==> config.mk <==
export PLATFORM = sky130hd
export DESIGN_NAME = sram_port_arbiter_flat
export DESIGN_NICKNAME = d
export VERILOG_FILES = /design/src/rtl/sram_arb_pkg.sv /design/src/rtl/sram_port_arbiter_if.sv /design/src/rtl/rr_pick.sv /design/src/rtl/sram_port_arbiter.sv /design/src/flat_wrapper.sv
export SDC_FILE = /design/constraint.sdc
export NUM_CORES = 1
export LEC_CHECK = 0
export BUFFER_PORTS_ARGS = -buffer_cell sky130_fd_sc_hd__buf_2
export CAP_MARGIN = 10
export CORE_MARGIN = 1
export CORE_UTILIZATION = 43
export CTS_BUF_LIST = sky130_fd_sc_hd__clkbuf_4 sky130_fd_sc_hd__clkbuf_8 sky130_fd_sc_hd__clkbuf_16
export DETAILED_ROUTE_END_ITERATION = 6
export PLACE_DENSITY = 0.77
export SETUP_SLACK_MARGIN = 0.5
export SLEW_MARGIN = 30
export SYNTH_ARGS = -nofsm -noshare
export SYNTH_HDL_FRONTEND = slang
export SYNTH_SLANG_ARGS = --single-unit
==> constraint.sdc <==
create_clock -name clk -period 4.2 [get_ports clk]
set_input_delay 0.21 -clock clk [delete_from_list [all_inputs] [get_ports clk]]
set_output_delay 0.21 -clock clk [all_outputs]
set_load 0.01 [all_outputs]
==> src/rtl/sram_arb_pkg.sv <==
// Shared constants and helpers for the SRAM port arbiter.
// Defines the req_we encoding and the requester-ID width helper.
package sram_arb_pkg;

  localparam logic RD = 1'b0;
  localparam logic WR = 1'b1;

  // ID width, never zero even for a degenerate single-requester build
  function automatic int unsigned idw(input int unsigned n);
    return (n > 1) ? $clog2(n) : 1;
  endfunction

endpackage

==> src/rtl/sram_port_arbiter_if.sv <==
// Requester, response and SRAM-side bus of the SRAM port arbiter.
// slave = arbiter side, master = requesters/consumer/SRAM side.
interface sram_port_arbiter_if
  import sram_arb_pkg::*;
#(
  parameter int unsigned N_REQ = 4,
  parameter int unsigned WIDTH = 32,
  parameter int unsigned DEPTH = 32
);
  localparam int unsigned AW  = $clog2(DEPTH);
  localparam int unsigned IDW = idw(N_REQ);

  logic [N_REQ-1:0]       req_valid;
  logic [N_REQ-1:0]       req_we;
  logic [N_REQ*AW-1:0]    req_addr;
  logic [N_REQ*WIDTH-1:0] req_wdata;
  logic [N_REQ-1:0]       req_ready;

  logic                   rsp_valid;
  logic                   rsp_ready;
  logic [IDW-1:0]         rsp_id;
  logic [WIDTH-1:0]       rsp_data;

  logic [AW-1:0]          sram_addr;
  logic                   sram_ren;
  logic                   sram_wen;
  logic [WIDTH-1:0]       sram_d;
  logic [WIDTH-1:0]       sram_q;

  modport slave (
    input  req_valid, req_we, req_addr, req_wdata, rsp_ready, sram_q,
    output req_ready, rsp_valid, rsp_id, rsp_data, sram_addr, sram_ren, sram_wen, sram_d
  );

  modport master (
    output req_valid, req_we, req_addr, req_wdata, rsp_ready, sram_q,
    input  req_ready, rsp_valid, rsp_id, rsp_data, sram_addr, sram_ren, sram_wen, sram_d
  );

endinterface

==> src/rtl/rr_pick.sv <==
// Combinational round-robin picker: first eligible requester at or after ptr_i.
module rr_pick
  import sram_arb_pkg::*;
#(
  parameter int unsigned N_REQ = 4,
  parameter int unsigned IDW   = idw(N_REQ)
) (
  input  logic [N_REQ-1:0] eligible_i,
  input  logic [IDW-1:0]   ptr_i,
  output logic [N_REQ-1:0] grant_o,
  output logic [IDW-1:0]   idx_o,
  output logic             any_o
);

  int unsigned    cand;
  logic [IDW-1:0] cand_idx;

  always_comb begin
    grant_o  = '0;
    idx_o    = '0;
    any_o    = 1'b0;
    cand     = 0;
    cand_idx = '0;
    for (int unsigned off = 0; off < N_REQ; off++) begin
      cand = 32'(ptr_i) + off;
      if (cand >= N_REQ) cand = cand - N_REQ;
      cand_idx = IDW'(cand);
      if (!any_o && eligible_i[cand_idx]) begin
        any_o             = 1'b1;
        idx_o             = cand_idx;
        grant_o[cand_idx] = 1'b1;
      end
    end
  end

endmodule

==> src/rtl/sram_port_arbiter.sv <==
// Round-robin sharing of one single-port SRAM between N_REQ requesters,
// with in-order, ID-tagged read responses through a credit-protected FIFO.
module sram_port_arbiter
  import sram_arb_pkg::*;
#(
  parameter int unsigned N_REQ     = 4,
  parameter int unsigned WIDTH     = 32,
  parameter int unsigned DEPTH     = 32,
  parameter int unsigned RSP_DEPTH = 2
) (
  input logic               clk,
  input logic               rst,
  sram_port_arbiter_if.slave bus
);

  localparam int unsigned AW  = $clog2(DEPTH);
  localparam int unsigned IDW = idw(N_REQ);
  localparam int unsigned PW  = $clog2(RSP_DEPTH);
  localparam int unsigned CW  = $clog2(RSP_DEPTH + 1);

  logic [IDW-1:0]   rr_ptr_d, rr_ptr_q;
  logic             inflight_d, inflight_q;
  logic [IDW-1:0]   inflight_id_d, inflight_id_q;
  logic [CW-1:0]    count_d, count_q;
  logic [PW-1:0]    wptr_d, wptr_q, rptr_d, rptr_q;
  logic [IDW-1:0]   fifo_id_d [RSP_DEPTH];
  logic [IDW-1:0]   fifo_id_q [RSP_DEPTH];
  logic [WIDTH-1:0] fifo_data_d [RSP_DEPTH];
  logic [WIDTH-1:0] fifo_data_q [RSP_DEPTH];

  logic             rsp_valid, push, pop, rd_ok;
  logic [N_REQ-1:0] eligible, pick_onehot;
  logic [IDW-1:0]   pick_idx;
  logic             pick_any, grant_vld, grant_we;

  function automatic logic [PW-1:0] ptr_inc(input logic [PW-1:0] p);
    return (p == PW'(RSP_DEPTH - 1)) ? '0 : p + 1'b1;
  endfunction

  // Outputs are forced quiet during rst even though state clears only at the edge
  assign rsp_valid = (count_q != '0) && !rst;
  assign pop       = rsp_valid && bus.rsp_ready;
  assign push      = inflight_q;

  // Credit counts the read in flight so a full FIFO can never be overrun
  assign rd_ok = (32'(count_q) + 32'(inflight_q) - 32'(pop)) < RSP_DEPTH;

  always_comb begin
    eligible = '0;
    for (int unsigned i = 0; i < N_REQ; i++) begin
      eligible[i] = bus.req_valid[i] && ((bus.req_we[i] == WR) || rd_ok);
    end
  end

  rr_pick #(
    .N_REQ (N_REQ),
    .IDW   (IDW)
  ) u_rr_pick (
    .eligible_i (eligible),
    .ptr_i      (rr_ptr_q),
    .grant_o    (pick_onehot),
    .idx_o      (pick_idx),
    .any_o      (pick_any)
  );

  assign grant_vld     = pick_any && !rst;
  assign grant_we      = bus.req_we[pick_idx];
  assign bus.req_ready = grant_vld ? pick_onehot : '0;

  always_comb begin
    bus.sram_addr = '0;
    bus.sram_d    = '0;
    bus.sram_ren  = 1'b0;
    bus.sram_wen  = 1'b0;
    if (grant_vld) begin
      bus.sram_addr = bus.req_addr[pick_idx*AW +: AW];
      bus.sram_d    = bus.req_wdata[pick_idx*WIDTH +: WIDTH];
      bus.sram_wen  = (grant_we == WR);
      bus.sram_ren  = (grant_we == RD);
    end
  end

  always_comb begin
    rr_ptr_d      = rr_ptr_q;
    inflight_d    = grant_vld && (grant_we == RD);
    inflight_id_d = pick_idx;
    if (grant_vld) begin
      rr_ptr_d = (pick_idx == IDW'(N_REQ - 1)) ? '0 : pick_idx + 1'b1;
    end
  end

  // Read data arrives one cycle after the grant and is captured with its tag
  always_comb begin
    fifo_id_d   = fifo_id_q;
    fifo_data_d = fifo_data_q;
    wptr_d      = wptr_q;
    rptr_d      = rptr_q;
    count_d     = count_q;
    if (push) begin
      fifo_id_d[wptr_q]   = inflight_id_q;
      fifo_data_d[wptr_q] = bus.sram_q;
      wptr_d              = ptr_inc(wptr_q);
    end
    if (pop) begin
      rptr_d = ptr_inc(rptr_q);
    end
    unique case ({push, pop})
      2'b10:   count_d = count_q + 1'b1;
      2'b01:   count_d = count_q - 1'b1;
      default: count_d = count_q;
    endcase
  end

  assign bus.rsp_valid = rsp_valid;
  assign bus.rsp_id    = fifo_id_q[rptr_q];
  assign bus.rsp_data  = fifo_data_q[rptr_q];

  always_ff @(posedge clk) begin
    if (rst) begin
      rr_ptr_q      <= '0;
      inflight_q    <= 1'b0;
      inflight_id_q <= '0;
      count_q       <= '0;
      wptr_q        <= '0;
      rptr_q        <= '0;
    end else begin
      rr_ptr_q      <= rr_ptr_d;
      inflight_q    <= inflight_d;
      inflight_id_q <= inflight_id_d;
      count_q       <= count_d;
      wptr_q        <= wptr_d;
      rptr_q        <= rptr_d;
    end
  end

  always_ff @(posedge clk) begin
    fifo_id_q   <= fifo_id_d;
    fifo_data_q <= fifo_data_d;
  end

  a_no_ren_wen: assert property (@(posedge clk) disable iff (rst)
    !(bus.sram_ren && bus.sram_wen));

  a_no_overflow: assert property (@(posedge clk) disable iff (rst)
    !(push && !pop && (count_q == CW'(RSP_DEPTH))));

endmodule

==> src/flat_wrapper.sv <==
// flat-port wrapper written by rule: the top's interface ports become plain ports
module sram_port_arbiter_flat import sram_arb_pkg::*;
#(
  parameter int unsigned N_REQ     = 4,
  parameter int unsigned WIDTH     = 32,
  parameter int unsigned DEPTH     = 32,
  parameter int unsigned RSP_DEPTH = 2
)
  (clk, rst, bus_req_valid, bus_req_we, bus_req_addr, bus_req_wdata, bus_rsp_ready, bus_sram_q, bus_req_ready, bus_rsp_valid, bus_rsp_id, bus_rsp_data, bus_sram_addr, bus_sram_ren, bus_sram_wen, bus_sram_d);
  sram_port_arbiter_if #(.N_REQ(N_REQ), .WIDTH(WIDTH), .DEPTH(DEPTH)) bus_i ();
  input logic clk;
  input logic rst;
  input wire logic [$bits(bus_i.req_valid)-1:0] bus_req_valid;
  input wire logic [$bits(bus_i.req_we)-1:0] bus_req_we;
  input wire logic [$bits(bus_i.req_addr)-1:0] bus_req_addr;
  input wire logic [$bits(bus_i.req_wdata)-1:0] bus_req_wdata;
  input wire logic [$bits(bus_i.rsp_ready)-1:0] bus_rsp_ready;
  input wire logic [$bits(bus_i.sram_q)-1:0] bus_sram_q;
  output wire logic [$bits(bus_i.req_ready)-1:0] bus_req_ready;
  output wire logic [$bits(bus_i.rsp_valid)-1:0] bus_rsp_valid;
  output wire logic [$bits(bus_i.rsp_id)-1:0] bus_rsp_id;
  output wire logic [$bits(bus_i.rsp_data)-1:0] bus_rsp_data;
  output wire logic [$bits(bus_i.sram_addr)-1:0] bus_sram_addr;
  output wire logic [$bits(bus_i.sram_ren)-1:0] bus_sram_ren;
  output wire logic [$bits(bus_i.sram_wen)-1:0] bus_sram_wen;
  output wire logic [$bits(bus_i.sram_d)-1:0] bus_sram_d;
  assign bus_i.req_valid = bus_req_valid;
  assign bus_i.req_we = bus_req_we;
  assign bus_i.req_addr = bus_req_addr;
  assign bus_i.req_wdata = bus_req_wdata;
  assign bus_i.rsp_ready = bus_rsp_ready;
  assign bus_i.sram_q = bus_sram_q;
  assign bus_req_ready = bus_i.req_ready;
  assign bus_rsp_valid = bus_i.rsp_valid;
  assign bus_rsp_id = bus_i.rsp_id;
  assign bus_rsp_data = bus_i.rsp_data;
  assign bus_sram_addr = bus_i.sram_addr;
  assign bus_sram_ren = bus_i.sram_ren;
  assign bus_sram_wen = bus_i.sram_wen;
  assign bus_sram_d = bus_i.sram_d;
  sram_port_arbiter #(.N_REQ(N_REQ), .WIDTH(WIDTH), .DEPTH(DEPTH), .RSP_DEPTH(RSP_DEPTH)) u_core (.clk(clk), .rst(rst), .bus(bus_i));
endmodule
# After elaboration in Yosys (flattened, before gate mapping)
# Cells that the tools add are included.
# totals
ff_bits	77
output_inout_bits	78
# op_classes
addsub	14
mul	1
order_cmp	17
n_eq_ne	3
n_shift	2
muxes	55
n_bitwise	6
reduce_logical	26
# op_table
op	n
$mux 32	5
$shiftx 128x8->32	1
$bwmux 64	1
$demux 32 s1	1
$lt 32x2->1 const B	1
$sub 32x1->32	1
$mux 2	13
$mux 4	5
$shiftx 20x6->5	1
$mux 1	17
$logic_and 1x1->1	16
$lt 2x3->1 const B	5
$or 4x4->4	3
$bmux 1 s2	5
$sub 2x1->2 const B	5
$ge 3x3->1 const B	3
$demux 1 s2	4
$ge 2x1->1 const B	4
$add 2x2->3 const B	2
$mul 2x3->5 const B	1
$mux 5	1
$add 2x1->2 const B	2
$bwmux 4	1
$eq 2x2->1 const B	2
other kinds (14)	24

# Logic depth before layout (Yosys ltp)
# logic_depth
ltp_word	23
mapped_depth	20

# By module
# A second synthesis with hierarchy kept.
# hier_totals
hier_cells	301
area_unflattened_um2	4667.0
# by_module_without_submodules
module	instances	cells_per_inst	area_per_inst_um2
sram_port_arbiter	1	256	4245.3
rr_pick	1	45	421.7

# Least setup slack after synthesis
# OpenSTA, ideal clock, no wires.
# synth_path
path_kind	register -> register
startpoint	register u_core.count_q[0]
endpoint	register u_core.rr_ptr_q[0]
setup_ns	0.070
arrival_time_ns	3.656
required_ns	4.130
setup_slack_ns	0.475
stages_incl_launch_ff	20
cell_sequence	dfxtp_1 -> ha_1 -> inv_1 -> ha_1 -> inv_1 -> ha_1 -> ha_1 -> nand2b_1 -> nor3_1 -> a21oi_1 -> o22ai_1 -> nor3_4 -> nor2_1 -> a2bb2oi_2 -> buf_6 -> buf_4 -> inv_1 -> ha_1 -> or3_1 -> a21oi_1
# synth_between
elab_chain_cells	21
elab_cells_between_ends	40
# synth_rtl
element	line_no	source
start, declared	sram_port_arbiter.sv:24	logic [CW-1:0] count_d, count_q;
start signal, assigned	sram_port_arbiter.sv:130	count_q <= count_d;
branches (longest 3 deep; another with $add 2x1->3)	--	
$sub 32x1->32 (*)	sram_port_arbiter.sv:46	assign rd_ok = (32'(count_q) + 32'(inflight_q) - 32'(pop)) < RSP_DEPTH;
$lt 32x2->1 (*)	sram_port_arbiter.sv:46	
$logic_or 1x1->1	sram_port_arbiter.sv:51	eligible[i] = bus.req_valid[i] && ((bus.req_we[i] == WR) || rd_ok);
$logic_and 1x1->1	sram_port_arbiter.sv:51	
$bmux 1 s2	rr_pick.sv:28	if (!any_o && eligible_i[cand_idx]) begin
$mux 1 (not written as such)	rr_pick.sv:28	
$mux 1	rr_pick.sv:28	
[... 4 more ...]	--	
$logic_and 1x1->1	rr_pick.sv:28	
$mux 1	rr_pick.sv:28	
$logic_not 1->1	rr_pick.sv:28	
$logic_and 1x1->1	rr_pick.sv:28	
$mux 2 (*)	rr_pick.sv:28	
named net u_core.inflight_id_d[1]	sram_port_arbiter.sv:23	logic [IDW-1:0] inflight_id_d, inflight_id_q;
$eq 2x2->1 (*)	sram_port_arbiter.sv:88	rr_ptr_d = (pick_idx == IDW'(N_REQ - 1)) ? '0 : pick_idx + 1'b1;
$mux 2 (*)	sram_port_arbiter.sv:88	
end signal, assigned	sram_port_arbiter.sv:127	rr_ptr_q <= rr_ptr_d;
end, declared	sram_port_arbiter.sv:21	logic [IDW-1:0] rr_ptr_d, rr_ptr_q;
# Mark *: on every way through the listed nets, which the timed path passes. The select of a mux whose other input is x is not followed.
# A chain may end at the register's enable or synchronous reset.

# Worst setup path in the final report
# layout_path
startpoint	register u_core.count_q[0]
endpoint	output port bus_sram_wen
# layout_between
elab_chain_cells	22
elab_cells_between_ends	40
# layout_rtl
element	line_no	source
branches (longest 3 deep; another with $add 2x1->3)	--	
$sub 32x1->32 (*)	sram_port_arbiter.sv:46	
$lt 32x2->1 (*)	sram_port_arbiter.sv:46	
$logic_or 1x1->1	sram_port_arbiter.sv:51	
$logic_and 1x1->1	sram_port_arbiter.sv:51	
$bmux 1 s2	rr_pick.sv:28	
$mux 1 (not written as such)	rr_pick.sv:28	
$mux 1	rr_pick.sv:28	
[... 4 more ...]	--	
$logic_and 1x1->1	rr_pick.sv:28	
$mux 1	rr_pick.sv:28	
$logic_not 1->1	rr_pick.sv:28	
$logic_and 1x1->1	rr_pick.sv:28	
$mux 2	rr_pick.sv:28	
$bmux 1 s2	sram_port_arbiter.sv:67	assign grant_we = bus.req_we[pick_idx];
$mux 1 (not written as such)	sram_port_arbiter.sv:67	
$mux 1 (*)	sram_port_arbiter.sv:75	if (grant_vld) begin
end, declared	flat_wrapper.sv:25	output wire logic [$bits(bus_i.sram_wen)-1:0] bus_sram_wen;
# Every way passes the cells marked *. The select of a mux whose other input is x is not followed.

==> metrics.txt <==
# TYPE chip_impl_metric gauge
chip_impl_info{name="status",value="completed"} 1
chip_impl_metric{name="postLayoutCellArea",unit="sq um"} 7360
chip_impl_metric{name="synth.net_count",unit=""} 590
chip_impl_metric{name="grtUsageMet1",unit=""} 0.254
chip_impl_metric{name="rrSetupSlack",unit="ns"} 0.64
chip_impl_metric{name="htree_levels",unit=""} 3
chip_impl_metric{name="pwr-share-comb",unit=""} 0.695
chip_impl_metric{name="slew_headroom",unit=""} 0.694
chip_impl_info{name="yosys.cell_count.top_type",value="sky130_fd_sc_hd__mux2i_1"} 1
chip_impl_info{name="synth_top_family_by_area",value="multiplexers"} 1
chip_impl_metric{name="finalWorstSetupSlack",unit="ns"} 0.207
chip_impl_metric{name="crit_path_max_fanout",unit=""} 6
chip_impl_metric{name="finalWorstPathRequiredPeriod",unit="ns"} 3.99
chip_impl_metric{name="total_negative_slack_for_setup_checks",unit="ns"} 0
chip_impl_metric{name="yosys.cell_types.count",unit=""} 54
chip_impl_metric{name="number_of_enable_type_register_cells_in_the_synthesized_netlist",unit=""} 68
chip_impl_metric{name="share_of_post_route_cells_with_drive_strength_above_1",unit=""} 0.668
chip_impl_metric{name="worst-slew-pin-transition",unit="ns"} 0.458
chip_impl_metric{name="global_routing_usage_summed_across_all_routing_layers",unit=""} 0.235
chip_impl_info{name="synth_top_cell_by_area",value="sky130_fd_sc_hd__edfxtp_1"} 1
chip_impl_metric{name="drt-pass1-iter-count",unit=""} 5
chip_impl_metric{name="clk_sink_count",unit=""} 77
chip_impl_metric{name="synth_fa_ha_area_frac",unit=""} 0.0443
chip_impl_info{name="cts_tree",value="done"} 1
chip_impl_metric{name="flip_flop_and_latch_count_after_synthesis",unit=""} 77
chip_impl_metric{name="port_buffers",unit=""} 268
chip_impl_metric{name="clk_path_buf_depth",unit=""} 2
chip_impl_info{name="post_synth_most_frequent_cells",value="sky130_fd_sc_hd__mux2i_1 (75), sky130_fd_sc_hd__edfxtp_1 (68), sky130_fd_sc_hd__mux2_2 (34)"} 1
chip_impl_metric{name="drt_iter0_drc",unit=""} 186
chip_impl_info{name="worstSetupStartpointType",value="flip-flop"} 1
chip_impl_metric{name="part_of_the_total_power_dissipated_in_sequential_elements",unit=""} 0.177
chip_impl_metric{name="worst_ir_drop_vdd",unit="mV"} 0.458
chip_impl_metric{name="global_route.overflow_total",unit=""} 0
chip_impl_metric{name="postSynthCellCount",unit=""} 382
chip_impl_info{name="yosys_most_used_dff",value="sky130_fd_sc_hd__edfxtp_1"} 1
chip_impl_metric{name="global_route.usage.met3",unit=""} 0.0670
chip_impl_metric{name="floorplan.die_area",unit="sq um"} 12000
chip_impl_info{name="rsz_0062_raised_after_global_routing",value="yes"} 1
chip_impl_metric{name="power_per_cell_area",unit="nW/um^2"} 829
chip_impl_metric{name="wl_per_cell",unit="um"} 18.4
chip_impl_metric{name="layout.filler_cells",unit=""} 852
chip_impl_metric{name="fp.dieW",unit="um"} 109
chip_impl_info{name="worstHoldPathType",value="in -> reg"} 1
chip_impl_metric{name="share_of_synthesized_cell_area_in_and_or_nand_and_nor_gates",unit=""} 0.0705
chip_impl_info{name="regToRegStartpoint",value="u_core.count_q[0]"} 1
chip_impl_metric{name="synth.area.mux_share",unit=""} 0.242
chip_impl_metric{name="finalNonFillerCells",unit=""} 818
chip_impl_metric{name="dp_slack",unit="ns"} 0.0940
chip_impl_metric{name="area.growth.synth_to_final",unit="%"} 48.1
chip_impl_metric{name="synth_compound_area_frac",unit=""} 0.144
chip_impl_metric{name="drc",unit=""} 0
chip_impl_metric{name="finalSetupViolCount",unit=""} 0
chip_impl_metric{name="slew_violations",unit=""} 0
chip_impl_metric{name="hold_viol_final",unit=""} 0
chip_impl_metric{name="clkSlewWorstSetupHoldPaths",unit="ns"} 0.07
chip_impl_metric{name="power.share.clock",unit=""} 0.127
chip_impl_metric{name="yosys_warnings",unit=""} 0
chip_impl_metric{name="switching_power",unit="mW"} 2.50
chip_impl_metric{name="pin_count_of_the_biggest_net_entering_global_routing",unit=""} 35
chip_impl_metric{name="synth.yosys.seq_area_share",unit=""} 0.447
chip_impl_metric{name="rr_worst_depth",unit=""} 18
chip_impl_metric{name="synthXorXnorAreaFrac",unit=""} 0.00705
chip_impl_metric{name="postRouteWirelength",unit="um"} 15000
chip_impl_metric{name="synth.cell_area",unit="sq um"} 4970
chip_impl_metric{name="antenna_violating_nets_post_route",unit=""} 0
chip_impl_metric{name="antenna_violations_before_repair",unit=""} 1
chip_impl_metric{name="min_period_over_period",unit=""} 0.951
chip_impl_info{name="setup.worst_path.end_class",value="primary output"} 1
chip_impl_metric{name="clock_skew",unit="ns"} 0.00811
chip_impl_metric{name="die_height",unit="um"} 109
chip_impl_info{name="critPathKind",value="reg -> out"} 1
chip_impl_metric{name="first_global_vias",unit=""} 4318
chip_impl_metric{name="nets",unit=""} 880
chip_impl_metric{name="max_cap_viol_count",unit=""} 0
chip_impl_metric{name="dpl.cell_count",unit=""} 774
chip_impl_metric{name="crit_path_arrival_time",unit="ns"} 3.78
chip_impl_metric{name="grt_util_met2",unit=""} 0.439
chip_impl_metric{name="cell_internal_pwr",unit="mW"} 3.60
chip_impl_metric{name="core",unit="sq um"} 11000
chip_impl_metric{name="top_level_ports",unit=""} 269
chip_impl_metric{name="tritoncts.num_buffers",unit=""} 9
chip_impl_metric{name="detailed_place_hpwl",unit="um"} 10600
chip_impl_metric{name="synth_top_area_frac",unit=""} 0.411
chip_impl_metric{name="via_per_inst",unit=""} 5.37
chip_impl_info{name="crit_start",value="u_core.count_q[0]"} 1
chip_impl_metric{name="max_freq",unit="MHz"} 250
chip_impl_info{name="crit_path_end",value="bus_sram_wen"} 1
chip_impl_metric{name="clock_network_latency_to_the_later_pin_of_the_worst_skew_pair",unit="ns"} 0.33
chip_impl_metric{name="grt_pass1_wl",unit="um"} 21300
chip_impl_metric{name="cellLeakagePower",unit="nW"} 3.39
chip_impl_metric{name="total_via_count_in_the_routed_design",unit=""} 4393
chip_impl_info{name="busiest_layer_in_global_routing",value="met2"} 1
chip_impl_metric{name="worstPathRequired",unit="ns"} 3.99
chip_impl_metric{name="post_syn_area_per_cell",unit="sq um"} 13.0
chip_impl_info{name="cts-root-buf",value="sky130_fd_sc_hd__clkbuf_16"} 1
chip_impl_metric{name="postSynth.asyncResetShare",unit=""} 0
chip_impl_metric{name="cts_hold_buf",unit=""} 0
chip_impl_metric{name="gp_routability_congestion",unit=""} 0.888
chip_impl_metric{name="start_util",unit=""} 0.450
chip_impl_metric{name="power.switching_fraction",unit=""} 0.410
chip_impl_info{name="crit_reg_reg_endpoint",value="u_core.rr_ptr_q[0]"} 1
chip_impl_metric{name="placed_area",unit="sq um"} 6450
chip_impl_metric{name="std_cell_rows",unit=""} 38
chip_impl_info{name="netlist_top_cells_area",value="sky130_fd_sc_hd__edfxtp_1 (41%), sky130_fd_sc_hd__mux2i_1 (15%), sky130_fd_sc_hd__mux2_2 (7.7%)"} 1
[worst min-delay path by stage]
stage | from | to | slack (ns) | cells past startpoint
after floorplan | bus_sram_q[0] | u_core.fifo_data_q[0] | 0.31 | 0
after global placement | bus_sram_q[28] | u_core.fifo_data_q[60] | 0.40 | 1
after detailed placement | bus_sram_q[10] | u_core.fifo_data_q[10] | 0.40 | 1
after CTS | bus_sram_q[10] | u_core.fifo_data_q[42] | 0.05 | 1
after global routing | bus_sram_q[6] | u_core.fifo_data_q[6] | 0.06 | 1
final | bus_sram_q[10] | u_core.fifo_data_q[10] | 0.06 | 1
[layer usage]
metal	vias up	wire length, um
met5	-	0
met4	0	248
met3	22	1170
met2	204	8130
met1	2099	5470
li1	2068	-
[power by group through the flow]
stage	logic (mW)	clock network, mW	registers (mW)
5_1_grt	4.49	0.822	1.09
3_5_place_dp	3.42	0	1.09
6_report	4.24	0.778	1.08
2_1_floorplan	2.60	0	1.07
4_1_cts	4.09	0.792	1.08
3_3_place_gp	3.35	0	1.08
[state kept, by name, summed over array words and instances, names as in the netlist]
name and cells:
u_core.inflight_id_q 2, u_core.rptr_q 1, u_core.fifo_id_q 4, u_core.rr_ptr_q 2, u_core.inflight_q 1, u_core.fifo_data_q 64, u_core.wptr_q 1, u_core.count_q 2
[placed cells by master, fill, tap and decap left out, types with 5 or more instances in the layout]
master	Yosys	routed
sky130_fd_sc_hd__mux2i_1	75	68
sky130_fd_sc_hd__mux2_2	34	34
sky130_fd_sc_hd__clkbuf_16	0	9
sky130_fd_sc_hd__nand2_1	8	6
sky130_fd_sc_hd__a21oi_2	0	7
sky130_fd_sc_hd__dfxtp_1	9	6
sky130_fd_sc_hd__buf_2	7	267
sky130_fd_sc_hd__buf_4	5	25
sky130_fd_sc_hd__a22oi_1	8	7
sky130_fd_sc_hd__nand3_1	7	5
sky130_fd_sc_hd__o22ai_2	30	32
sky130_fd_sc_hd__nor2_1	14	9
sky130_fd_sc_hd__ha_1	16	12
sky130_fd_sc_hd__o22ai_1	9	7
sky130_fd_sc_hd__edfxtp_1	68	68
sky130_fd_sc_hd__inv_1	12	10
sky130_fd_sc_hd__mux2i_2	0	7
[layout make-up]
cell class | instances | area (sq um) | share of cell area
Antenna cell | 1 | 2.50 | 0.000340
Clock buffer | 9 | 225 | 0.0306
Clock inverter | 7 | 82.6 | 0.0112
Inverter | 12 | 47.5 | 0.00646
Multi-Input combinational cell | 266 | 2810 | 0.381
Sequential cell | 77 | 2230 | 0.303
Tap cell | 140 | 175 | 0.0238
Timing Repair Buffer | 306 | 1790 | 0.243
[stage by stage]
stage	hold slack (ns)	power [mW]	util
2_1_floorplan	0.309	3.67	-
3_3_place_gp	0.398	4.43	0.585
3_5_place_dp	0.401	4.51	0.585
4_1_cts	0.0517	5.96	0.658
5_1_grt	0.0576	6.41	0.667
6_report	0.0625	6.10	0.667
[critical path: stages, from the launching register on]
cell and delay, ns:
sky130_fd_sc_hd__dfxtp_4 0.38, sky130_fd_sc_hd__ha_4 0.15, sky130_fd_sc_hd__inv_4 0.04, sky130_fd_sc_hd__ha_4 0.23, sky130_fd_sc_hd__inv_2 0.06, sky130_fd_sc_hd__ha_4 0.13, sky130_fd_sc_hd__ha_4 0.13, sky130_fd_sc_hd__nand2b_4 0.19
sky130_fd_sc_hd__nor3b_4 0.06, sky130_fd_sc_hd__a21o_1 0.23, sky130_fd_sc_hd__buf_4 0.16, sky130_fd_sc_hd__nand4_1 0.14, sky130_fd_sc_hd__a21oi_2 0.09, sky130_fd_sc_hd__a41o_2 0.28, sky130_fd_sc_hd__a2bb2oi_4 0.30, sky130_fd_sc_hd__mux4_2 0.59
sky130_fd_sc_hd__and2_4 0.16, sky130_fd_sc_hd__buf_6 0.11
[what timing repair did]
action | 4_1_cts | 5_1_grt
setup endpoints to repair | 46 | 43
buffers inserted | 20 | 3
cloned | 3 | 0
pin swaps | 25 | 6
resized for setup | 64 | 9
[cells by family (layout without fill, tap and decap cells)]
family                   after synthesis  count (layout)
AO/OA/AOI/OAI                         75              75
XOR/XNOR                               4               4
adder cells (fa/ha/maj)               17              17
buffers and inverters                 39             334
flip-flops                            77              77
multiplexers                         112             112
other                                  0               1
AND/OR/NAND/NOR                       58              58
Power figures use the tool's default switching activity.
